[src/rtl/mem_init_arbiter.sv]
// Owns the RAM port: fills it from an image source after reset or re-init,
// then hands it to the CPU and times read data with a valid strobe.
module mem_init_arbiter #(
    parameter int ADDR_W     = 10,
    parameter int DATA_W     = 16,
    parameter int INIT_DEPTH = 1024,
    parameter int READ_LAT   = 1
) (
    input  logic              Clk,
    input  logic              Reset,
    input  logic              Reinit,
    input  logic [ADDR_W-1:0] cpu_addr,
    input  logic [DATA_W-1:0] cpu_wdata,
    input  logic              cpu_we,
    input  logic              cpu_oe,
    output logic              cpu_ready,
    output logic [DATA_W-1:0] cpu_rdata,
    output logic              cpu_rvalid,
    output logic [ADDR_W-1:0] img_addr,
    input  logic [DATA_W-1:0] img_data,
    output logic [ADDR_W-1:0] ram_addr,
    output logic [DATA_W-1:0] ram_wdata,
    output logic              ram_we,
    output logic              ram_rden,
    input  logic [DATA_W-1:0] ram_q,
    output logic              init_done
);

    if (INIT_DEPTH < 1 || INIT_DEPTH > (1 << ADDR_W)) begin : g_bad_depth
        $error("INIT_DEPTH out of range 1..2**ADDR_W");
    end
    if (READ_LAT < 1 || READ_LAT > 4) begin : g_bad_lat
        $error("READ_LAT out of range 1..4");
    end

    typedef enum logic {
        INIT = 1'b0,
        RUN  = 1'b1
    } state_t;

    // One extra bit so a full-range depth never wraps before the terminal compare
    localparam logic [ADDR_W:0] LAST = (ADDR_W + 1)'(INIT_DEPTH - 1);

    state_t              state;
    logic [ADDR_W:0]     cnt;
    logic [READ_LAT-1:0] pipe;
    logic                rd;

    always_comb begin
        ram_addr  = cnt[ADDR_W-1:0];
        ram_wdata = img_data;
        ram_we    = 1'b0;
        ram_rden  = 1'b0;
        rd        = 1'b0;
        if (!Reset) begin
            if (state == INIT) begin
                ram_we = 1'b1;
            end else begin
                ram_addr  = cpu_addr;
                ram_wdata = cpu_wdata;
                ram_we    = cpu_we;
                rd        = cpu_oe & ~cpu_we;
                ram_rden  = rd;
            end
        end
    end

    always_ff @(posedge Clk) begin
        if (Reset) begin
            state     <= INIT;
            cnt       <= '0;
            pipe      <= '0;
            init_done <= 1'b0;
        end else begin
            pipe <= (pipe << 1) | READ_LAT'(rd);
            case (state)
                INIT: begin
                    if (cnt == LAST) begin
                        state     <= RUN;
                        cnt       <= '0;
                        init_done <= 1'b1;
                    end else begin
                        cnt <= cnt + 1'b1;
                    end
                end
                RUN: begin
                    if (Reinit) begin
                        state     <= INIT;
                        cnt       <= '0;
                        init_done <= 1'b0;
                    end
                end
                default: state <= INIT;
            endcase
        end
    end

    assign cpu_ready  = init_done;
    assign img_addr   = cnt[ADDR_W-1:0];
    assign cpu_rdata  = ram_q;
    assign cpu_rvalid = pipe[READ_LAT-1];

endmodule

[config.mk]
export PLATFORM = sky130hd
export DESIGN_NAME = mem_init_arbiter
export DESIGN_NICKNAME = d
export VERILOG_FILES = /design/src/rtl/mem_init_arbiter.sv
export SDC_FILE = /design/constraint.sdc
export NUM_CORES = 1
export LEC_CHECK = 0
export ABC_AREA = 1
export CAP_MARGIN = 10
export CORE_MARGIN = 2
export CORE_UTILIZATION = 55
export DETAILED_ROUTE_END_ITERATION = 8
export DONT_BUFFER_PORTS = 1
export GPL_ROUTABILITY_DRIVEN = 0
export PLACE_DENSITY = 0.7
export SKIP_CTS_REPAIR_TIMING = 1
export SYNTH_ARGS = -nofsm -noshare
export SYNTH_HDL_FRONTEND = slang
export SYNTH_SLANG_ARGS = --single-unit
export TNS_END_PERCENT = 10
[constraint.sdc]
create_clock -name Clk -period 1.4 [get_ports Clk]
set_input_delay 0.07 -clock Clk [delete_from_list [all_inputs] [get_ports Clk]]
set_output_delay 0.07 -clock Clk [all_outputs]
set_load 0.05 [all_outputs]
; After elaboration in Yosys (flattened, before gate mapping)
; Index checks and enable logic that the tools add are counted.
[classes]
add_sub_neg = 1
n_eq_ne = 3
n_mux = 17
bitwise_logic = 3
n_reduce_logical = 1
[ops]
columns = cell, count
row1 = $mux 16, 2
row2 = $mux 11, 2
row3 = $pmux 11 s2, 1
row4 = $mux 10, 2
row5 = $add 11x1->11 const B, 1
row6 = $eq 11x10->1 const B, 1
row7 = $mux 1, 8
row8 = $pmux 1 s2, 2
row9 = $ne 2x1->1 const B, 1
row10 = $ne 2x2->1 const B, 1
row11 = $not 1->1, 2
row12 = $reduce_and 2->1, 1
row13 = $and 1x1->1, 1
[word_totals]
reg_bits = 14
inputBits = 63
output_inout_bits = 57
wordCells = 29

; Depth between registers and ports, before layout
; Gate-level depths: netlist of run 1.
[depth]
ltp_word = 4
depth_mapped = 8
ltp_nobuf = 8

; Least setup slack after synthesis of run 1
; OpenSTA, ideal clock, no wires.
[synth_path]
path_kind = reg2reg
startpoint = reg state
endpoint = reg pipe, in the netlist cpu_rvalid
setup_time_ns = 0.198
t_arrival_ns = 1.356
t_required_ns = 1.202
path_slack_ns = -0.154
path_stages_with_launch = 4
path_buffers = 1
period_less_slack_ns = 1.554
path_cell_list = dfxtp_1 nand2_4 buf_2 nor2_1
[synth_between]
elab_chain_cells = 2
[synth_lines]
columns = item, line
row1 = start: declaration, 44  ; state_t state;
row2 = start signal: assignment, 70  ; state <= INIT;
row3 = start signal: assignment, 79  ; state <= RUN;
row4 = start signal: assignment, 88  ; state <= INIT;
row5 = $mux 1 (2 in series), n/a
row6 = via ram_rden, 24  ; output logic ram_rden,
row7 = end signal: assignment, 75  ; pipe <= (pipe << 1) | READ_LAT'(rd);
row8 = end: declaration, 46  ; logic [READ_LAT-1:0] pipe;
; The timed path passes the listed nets, and every way through them passes these cells.
; A chain may end at the register's enable or synchronous reset.

; Worst setup path after layout of run 1
[layout_path]
startpoint = reg state
endpoint = out ram_wdata[1]
[layout_between]
elab_chain_cells = 2
[layout_lines]
columns = item, line
row1 = $mux 16, 56  ; if (state == INIT) begin
row2 = $mux 16, 55  ; if (!Reset) begin
row3 = end: declaration, 22  ; output logic [DATA_W-1:0] ram_wdata,
; Every way passes these cells.

==> results of run 1 <==
registers in the layout (all words and copies together), names as in the netlist:
| register | flops |
|---|---|
| cnt | 11 |
| cpu_rvalid | 1 |
| cpu_ready | 1 |
| state | 1 |
metrics by stage:
stage	hold slack [ps]	cell area [µm²]	setup slack [ps]	utilization	TNS [ps]
after floorplan	175	1290	-140	-	-981
after global placement	140	1290	175	0.583	0
after detailed placement	140	1290	84.1	0.583	0
after CTS	-127	1330	-151	0.600	-1920
after global routing	15.3	1500	-18.7	0.677	-246
final	6.76	1500	15.4	0.677	0
placed cells by master, fill, tap and decap left out, types with 5 or more instances in the layout:
cell type	synthesis	layout
nand2_1	36	36
mux2_4	15	19
buf_4	27	19
inv_1	14	14
nor2_1	18	13
dfxtp_1	14	13
nand3_1	9	9
a21oi_1	10	8
nor2_2	0	5
o21ai_0	5	5
dlygate4sd3_1	0	5
metal layers:
layer	up-vias	global-route usage
met1	507	0.197
met2	64	0.342
li1	533	-
met4	0	0.0769
met3	14	0.0886
met5	-	0
area by class of cell:
class / count / area share
timing repair buffer: 31 / 0.211
clock buffer: 4 / 0.0242
inverter: 17 / 0.0426
tap: 28 / 0.0234
multi-input combinational: 111 / 0.509
sequential: 14 / 0.190
Yosys cell counts:
cell type,count
nand3_1,9
o21ai_0,5
or2_2,1
nand2_1,36
mux2_2,4
o22ai_1,1
mux2_4,15
inv_2,3
nor2_1,18
o21ai_1,1
nor2_4,2
xor2_1,4
buf_2,1
a21oi_1,10
ha_1,1
dfxtp_1,14
inv_1,14
nand2_4,1
buf_4,27
nand3_2,2
nand2_2,1
buf_6,2
where the power goes:
part	internal [mW]	leakage (nW)	switching, mW
logic	0.0799	0.615	0.191
registers	0.403	0.114	0.00683
clock network	0.158	0.0210	0.138
total	0.642	0.750	0.335
cells by family after synthesis:
| kind of cell | count (synthesis) | share of synthesized area |
|---|---|---|
| buffers and inverters | 47 | 0.227 |
| multiplexers | 19 | 0.209 |
| AO/OA/AOI/OAI | 17 | 0.0668 |
| XOR/XNOR | 4 | 0.0271 |
| AND/OR/NAND/NOR | 70 | 0.243 |
| adder cells (fa/ha/maj) | 1 | 0.00968 |
| flip-flops | 14 | 0.217 |
worst reg2reg max path: cells and delay by family (launching register included):
family	cells	cell delay, ps
DFF	1	350
adders and majority gates	1	220
buffers and inverters	1	50
and+or+nand+nor	6	580
path summary, 6_finish.rpt:
kind,from,endpoint,slack [ps]
hold reg to reg,cpu_ready,cpu_ready,460
hold / removal,Reset,state,7
setup reg to reg,cnt[0],cnt[9],100
setup / recovery,state,ram_wdata[1],20
==> qor.log, run 1 <==
qor: power.static-leakage-power 0.750 nW
qor: outcome.status finished clean
qor: detailed_routing.route.final.wire_length 3.27 mm
qor: detailed_routing.detailroute.via_count 1118
qor: clocking.clk-insertion-delay-late 280 ps
qor: detailed_routing.max_used_layer met4
qor: synth.synth_top_area_share 0.217
qor: timing.layout_min_cycle_time 1380 ps
qor: final_layout.post_route_cells_drive_above_1_share 0.379
qor: worst_hold_path.holdCritPathClass in -> reg
qor: clocking.max-clock-path-buffers 2
qor: detailed_routing.wl_per_cell 16.0 µm
qor: setup_path.cp.buffers_inverters 1
qor: placement.portBuffers 0
qor: run.timing.max_cap.violations 0
qor: global_routing.global_route_wire_length_before_repair 3.97 mm
qor: timing.report.final.hold_viol_count 0
qor: die.area_of_the_core 2210 µm²
qor: setup_path.cp-start-kind flip-flop
qor: placement.place.detailed.hpwl 2.34 mm
qor: detailed_routing.drtPass1Iterations 4
qor: synth.yosysTopAreaCell dfxtp_1
qor: synth.postSynthAreaPerCell 7.51 µm²
qor: setup_path.crit_path_cell_trace nand2_8 -> clkbuf_16 -> mux2_4
qor: detailed_routing.dr_wl_met3 309 µm
qor: setup_path.ff2ff_path_depth 8
qor: timing.finalMaxSlewViolations 0
qor: final_layout.multi_input_comb_area 762 µm²
qor: synth.yosys-top-cells-area dfxtp_1, mux2_4, buf_4
qor: synth.yosys_warnings 0
qor: global_routing.grt_start_max_net_pins 35
qor: timing.timing.clock.skew 4.75 ps
qor: timing.worst_slew_pin_slew 498 ps
qor: synth.synth_cells 172
qor: final_layout.syn2layout_area_growth 15.9%
qor: clocking.cts_num_sinks 14
qor: detailed_routing.met1_length 1.17 mm
qor: detailed_routing.antenna_violating_nets_left 0
qor: detailed_routing.avgViaCountPerCell 5.45
qor: detailed_routing.wire_length_on_met2 1.72 mm
qor: synth.post_synthesis_instance_area 1290 µm²
qor: setup_path.worst_path_class_setup reg -> out
qor: timing.final.period_utilization 0.989
qor: detailed_routing.remaining_drc_errors 0
qor: timing.relSlewSlack 0.668
qor: global_routing.initial_antenna_violation_count 0
qor: clocking.clock-root-buffer clkbuf_4
qor: global_routing.first_global_vias 950
qor: final_layout.register_area 284 µm²
qor: die.die-area 2750 µm²
qor: power.power 977 µW
qor: clocking.tritoncts.num_buffers 3
qor: setup_path.critPathCaptureType primary output
qor: timing.grt_setup_unrepaired yes
qor: synth.ys_seq_area_frac 0.217
qor: synth.synth_cell_types 22
qor: die.die_h 52.5 µm
qor: clocking.cts-htree-levels 1
qor: detailed_routing.drt_iter0_drc 25
qor: die.rows 17
qor: setup_path.cpPeakStageDelay 390 ps
qor: final_layout.diodes 0
qor: synth.synthesis.nets 236
qor: setup_path.critical_path_cell_count 3
qor: global_routing.grt_remaining_overflow 0
qor: clocking.tritoncts done
qor: worst_hold_path.min_delay_path_depth 3
qor: clocking.path_clk_slew 90 ps
qor: setup_path.critical_path.max_fanout 9
qor: power.max-vdd-ir-drop 0.738 mV
qor: synth.synth_seq_cells 14
qor: die.starting_density_of_the_core 0.584
qor: setup_path.critPathSlowestCell dfxtp_4
qor: power.power_density 652 nW/µm²
qor: final_layout.design.final.nets 242
qor: timing.maxClockFrequency 0.722 GHz
qor: placement.dp.cells 192
qor: timing.setup_viol 0
qor: final_layout.fillers 198
qor: setup_path.crit_arrival 1310 ps
qor: die.num_io_pins 120
qor: setup_path.critical_path.top_delay_family flip-flops
qor: final_layout.instances_no_fill 205
qor: global_routing.globalRouteTotalUtil 0.194
qor: die.die_x 52.5 µm
qor: setup_path.cp.required 1330 ps
Power figures use the tool's default switching activity.
==> run 2, diff against run 1 <==
--- a/config.mk
+++ b/config.mk
@@ -6,8 +6,7 @@
 export NUM_CORES = 1
 export LEC_CHECK = 0
 export ABC_AREA = 1
-export CAP_MARGIN = 10
-export CORE_MARGIN = 2
+export CORE_MARGIN = 8
 export CORE_UTILIZATION = 55
 export DETAILED_ROUTE_END_ITERATION = 8
 export DONT_BUFFER_PORTS = 1
==> run 2 against run 1 <==
  * Sequential power about the same
  * First-iteration DRC count increased by 36%
  * Via count decreased by 3.0%
  * Hold slack got worse by 3.3 ps
  * Largest cell class unchanged
  * Clock power decreased by 2%
  * Flip-flop and latch count unchanged
  * Combinational power about the same
  * Clock-buffer cell count unchanged
  * Utilization decreased by 2.0 points
  * Sequential share of layout area increased by 0.67 points
==> qor.log, run 2 (synthesis gave the netlist of run 1 again) <==
qor: outcome.status finished clean
qor: final_layout.leading_cell_type_in_the_layout_fill_and_taps_excluded nand2_1
qor: setup_path.cp-start-kind flip-flop
qor: final_layout.fillers 193 [-2.5%]
qor: setup_path.critical_path.reg2reg.startpoint cnt[0]
qor: placement.place.detailed.hpwl 2.91 mm [+24%]
qor: timing.finalMaxSlewViolations 0 [unchanged]
qor: die.die_x 64.5 µm [+23%]
qor: detailed_routing.antenna_violating_nets_left 0 [unchanged]
qor: setup_path.crit_arrival 1300 ps [about the same]
qor: worst_hold_path.hold_end cnt[7]
qor: detailed_routing.drtPass1Iterations 4 [unchanged]
qor: power.max-vdd-ir-drop 0.572 mV [-23%]
qor: final_layout.diodes 0 [unchanged]
qor: setup_path.ff2ff_path_depth 8 [unchanged]
qor: die.die-area 4160 µm² [+51%]
qor: detailed_routing.avgViaCountPerCell 5.27 [-3.4%]
qor: power.power.clock.fraction 0.298 [-0.005]
qor: timing.report.final.hold_viol_count 0 [unchanged]
qor: final_layout.final_cell_mix nand2_1, buf_4, mux2_4
qor: final_layout.finish.utilization 0.657 [-0.0204]
qor: final_layout.post_route_cells_drive_above_1_share 0.371 [-0.00774]
qor: final_layout.register_area 285 µm² [+0.44%]
qor: detailed_routing.wl_per_cell 17.0 µm [+6.8%]
qor: global_routing.first_global_vias 1020 [+7.4%]
qor: clocking.clk-insertion-delay-late 280 ps [about the same]
qor: clocking.max-clock-path-buffers 2 [unchanged]
qor: global_routing.gr-usage-met2 0.257 [-0.0845]
qor: timing.setup_viol 0 [unchanged]
qor: timing.relSlewSlack 0.673 [+0.00495]
qor: global_routing.grt_start_max_net_pins 14 [-60%]
qor: power.seq_power_share 0.424 [+0.004]
qor: run.timing.max_cap.violations 0 [unchanged]
qor: die.rows 17 [unchanged]
qor: power.net-switching-power 330 µW [-1.5%]
qor: final_layout.multi_input_comb_area 742 µm² [-2.6%]
qor: timing.layout_min_cycle_time 1370 ps [-10.6 ps]
qor: final_layout.instances_no_fill 206 [+0.49%]
qor: detailed_routing.drt_iter0_drc 34 [+36%]
qor: global_routing.grt_remaining_overflow 0 [unchanged]
qor: detailed_routing.route.final.wire_length 3.51 mm [+7.3%]
qor: setup_path.r2r_end cnt[1]
qor: clocking.cts-htree-levels 1 [unchanged]
qor: final_layout.largest-register cnt
qor: global_routing.global_route_wire_length_before_repair 5.11 mm [+29%]
qor: timing.grt_setup_unrepaired yes
qor: setup_path.critical_path.max_fanout 8 [-1]
qor: die.starting_density_of_the_core 0.584 [unchanged]
qor: die.num_io_pins 120 [unchanged]
qor: worst_hold_path.holdCritPathClass in -> reg
qor: power.power_report.internal_total 640 µW [-0.28%]
qor: final_layout.syn2layout_area_growth 12.4%
qor: clocking.tritoncts done
qor: global_routing.initial_antenna_violation_count 0 [unchanged]
qor: setup_path.r2r_slack 110 ps [about the same]
qor: clocking.cts_num_sinks 14 [unchanged]
qor: power.power_density 668 nW/µm² [+2.4%]
qor: worst_hold_path.min_delay_path_depth 3 [unchanged]
qor: global_routing.grt_util_met3 0.0704 [-0.0181]
qor: clocking.clock-root-buffer clkbuf_4
qor: placement.dp.cells 195 [+1.6%]
qor: setup_path.cp.required 1330 ps [about the same]
qor: timing.timing.clock.skew 3.70 ps [-1.05 ps]
qor: die.area_of_the_core 2210 µm² [unchanged]
qor: detailed_routing.remaining_drc_errors 0 [unchanged]
qor: placement.portBuffers 0 [unchanged]
qor: timing.worst_slew_pin_slew 490 ps [-7.41 ps]
qor: setup_path.worst_path_class_setup reg -> out
qor: power.netSwitchingFraction 0.340 [-0.00266]
qor: worst_hold_path.worstHoldStart Reset
qor: clocking.path_clk_slew 90 ps [about the same]
qor: power.comb_power_share 0.278 [about the same]
qor: final_layout.design.final.nets 243 [+0.41%]
qor: die.die_h 64.5 µm [+23%]
qor: power.static-leakage-power 0.726 nW [-3.1%]
qor: clocking.tritoncts.num_buffers 3 [unchanged]
qor: setup_path.critPathCaptureType primary output
qor: global_routing.globalRouteTotalUtil 0.145 [-0.0487]
qor: timing.final.period_utilization 0.981 [-0.00758]
qor: detailed_routing.detailroute.via_count 1085 [-3.0%]
qor: global_routing.groute.layer.met1.usage 0.146 [-0.0508]
qor: global_routing.gr-max-usage-layer met2
qor: timing.maxClockFrequency 0.728 GHz [+0.77%]
qor: final_layout.number_of_flip_flops_in_the_largest_register 11 [unchanged]
## run 2: per-layer routing
layer | vias up | wire [µm]
met2 | 68 | 1840
li1 | 537 | -
met3 | 10 | 492
met1 | 470 | 1120
met4 | 0 | 61
met5 | - | 0
## run 2: critical path, cell delays in order, from the launching register on
cell	delay, ps
dfxtp_4	390
nand2_8	80
buf_4	170
mux2_4	390
## run 2: layout make-up
type,instances,area share
multi-input combinational,111,0.511
timing repair buffer,32,0.200
sequential,14,0.196
inverter,17,0.0439
clock buffer,4,0.0250
tap,28,0.0241
## run 2: power groups by stage
stage | Combinational, mW | Clock, mW | Sequential (mW)
5_1_grt | 0.278 | 0.320 | 0.414
3_5_place_dp | 0.259 | 0 | 0.423
6_report | 0.270 | 0.289 | 0.412
2_1_floorplan | 0.350 | 0 | 0.423
4_1_cts | 0.259 | 0.292 | 0.414
3_3_place_gp | 0.257 | 0 | 0.422
## run 2: worst max-delay path by stage
stage,startpoint,to,slack (ps),cells past startpoint
final,state,ram_wdata[14],30,3
after global routing,state,ram_addr[5],-30,4
after CTS,state,ram_wdata[8],-160,3
after detailed placement,cnt[0],cnt[1],110,8
after global placement,state,ram_wdata[8],170,3
after floorplan,state,ram_addr[0],-140,3
## run 2: metrics by stage
stage | setup TNS (ps) | setup slack, ps | hold WS [ps] | cell area, µm² | power, mW
2_1_floorplan | -981 | -140 | 175 | 1290 | 0.773
3_3_place_gp | 0 | 172 | 140 | 1310 | 0.679
3_5_place_dp | 0 | 107 | 140 | 1310 | 0.682
4_1_cts | -2670 | -159 | -110 | 1350 | 0.965
5_1_grt | -126 | -34.0 | 16.9 | 1450 | 1.01
6_report | 0 | 26.0 | 3.44 | 1450 | 0.970
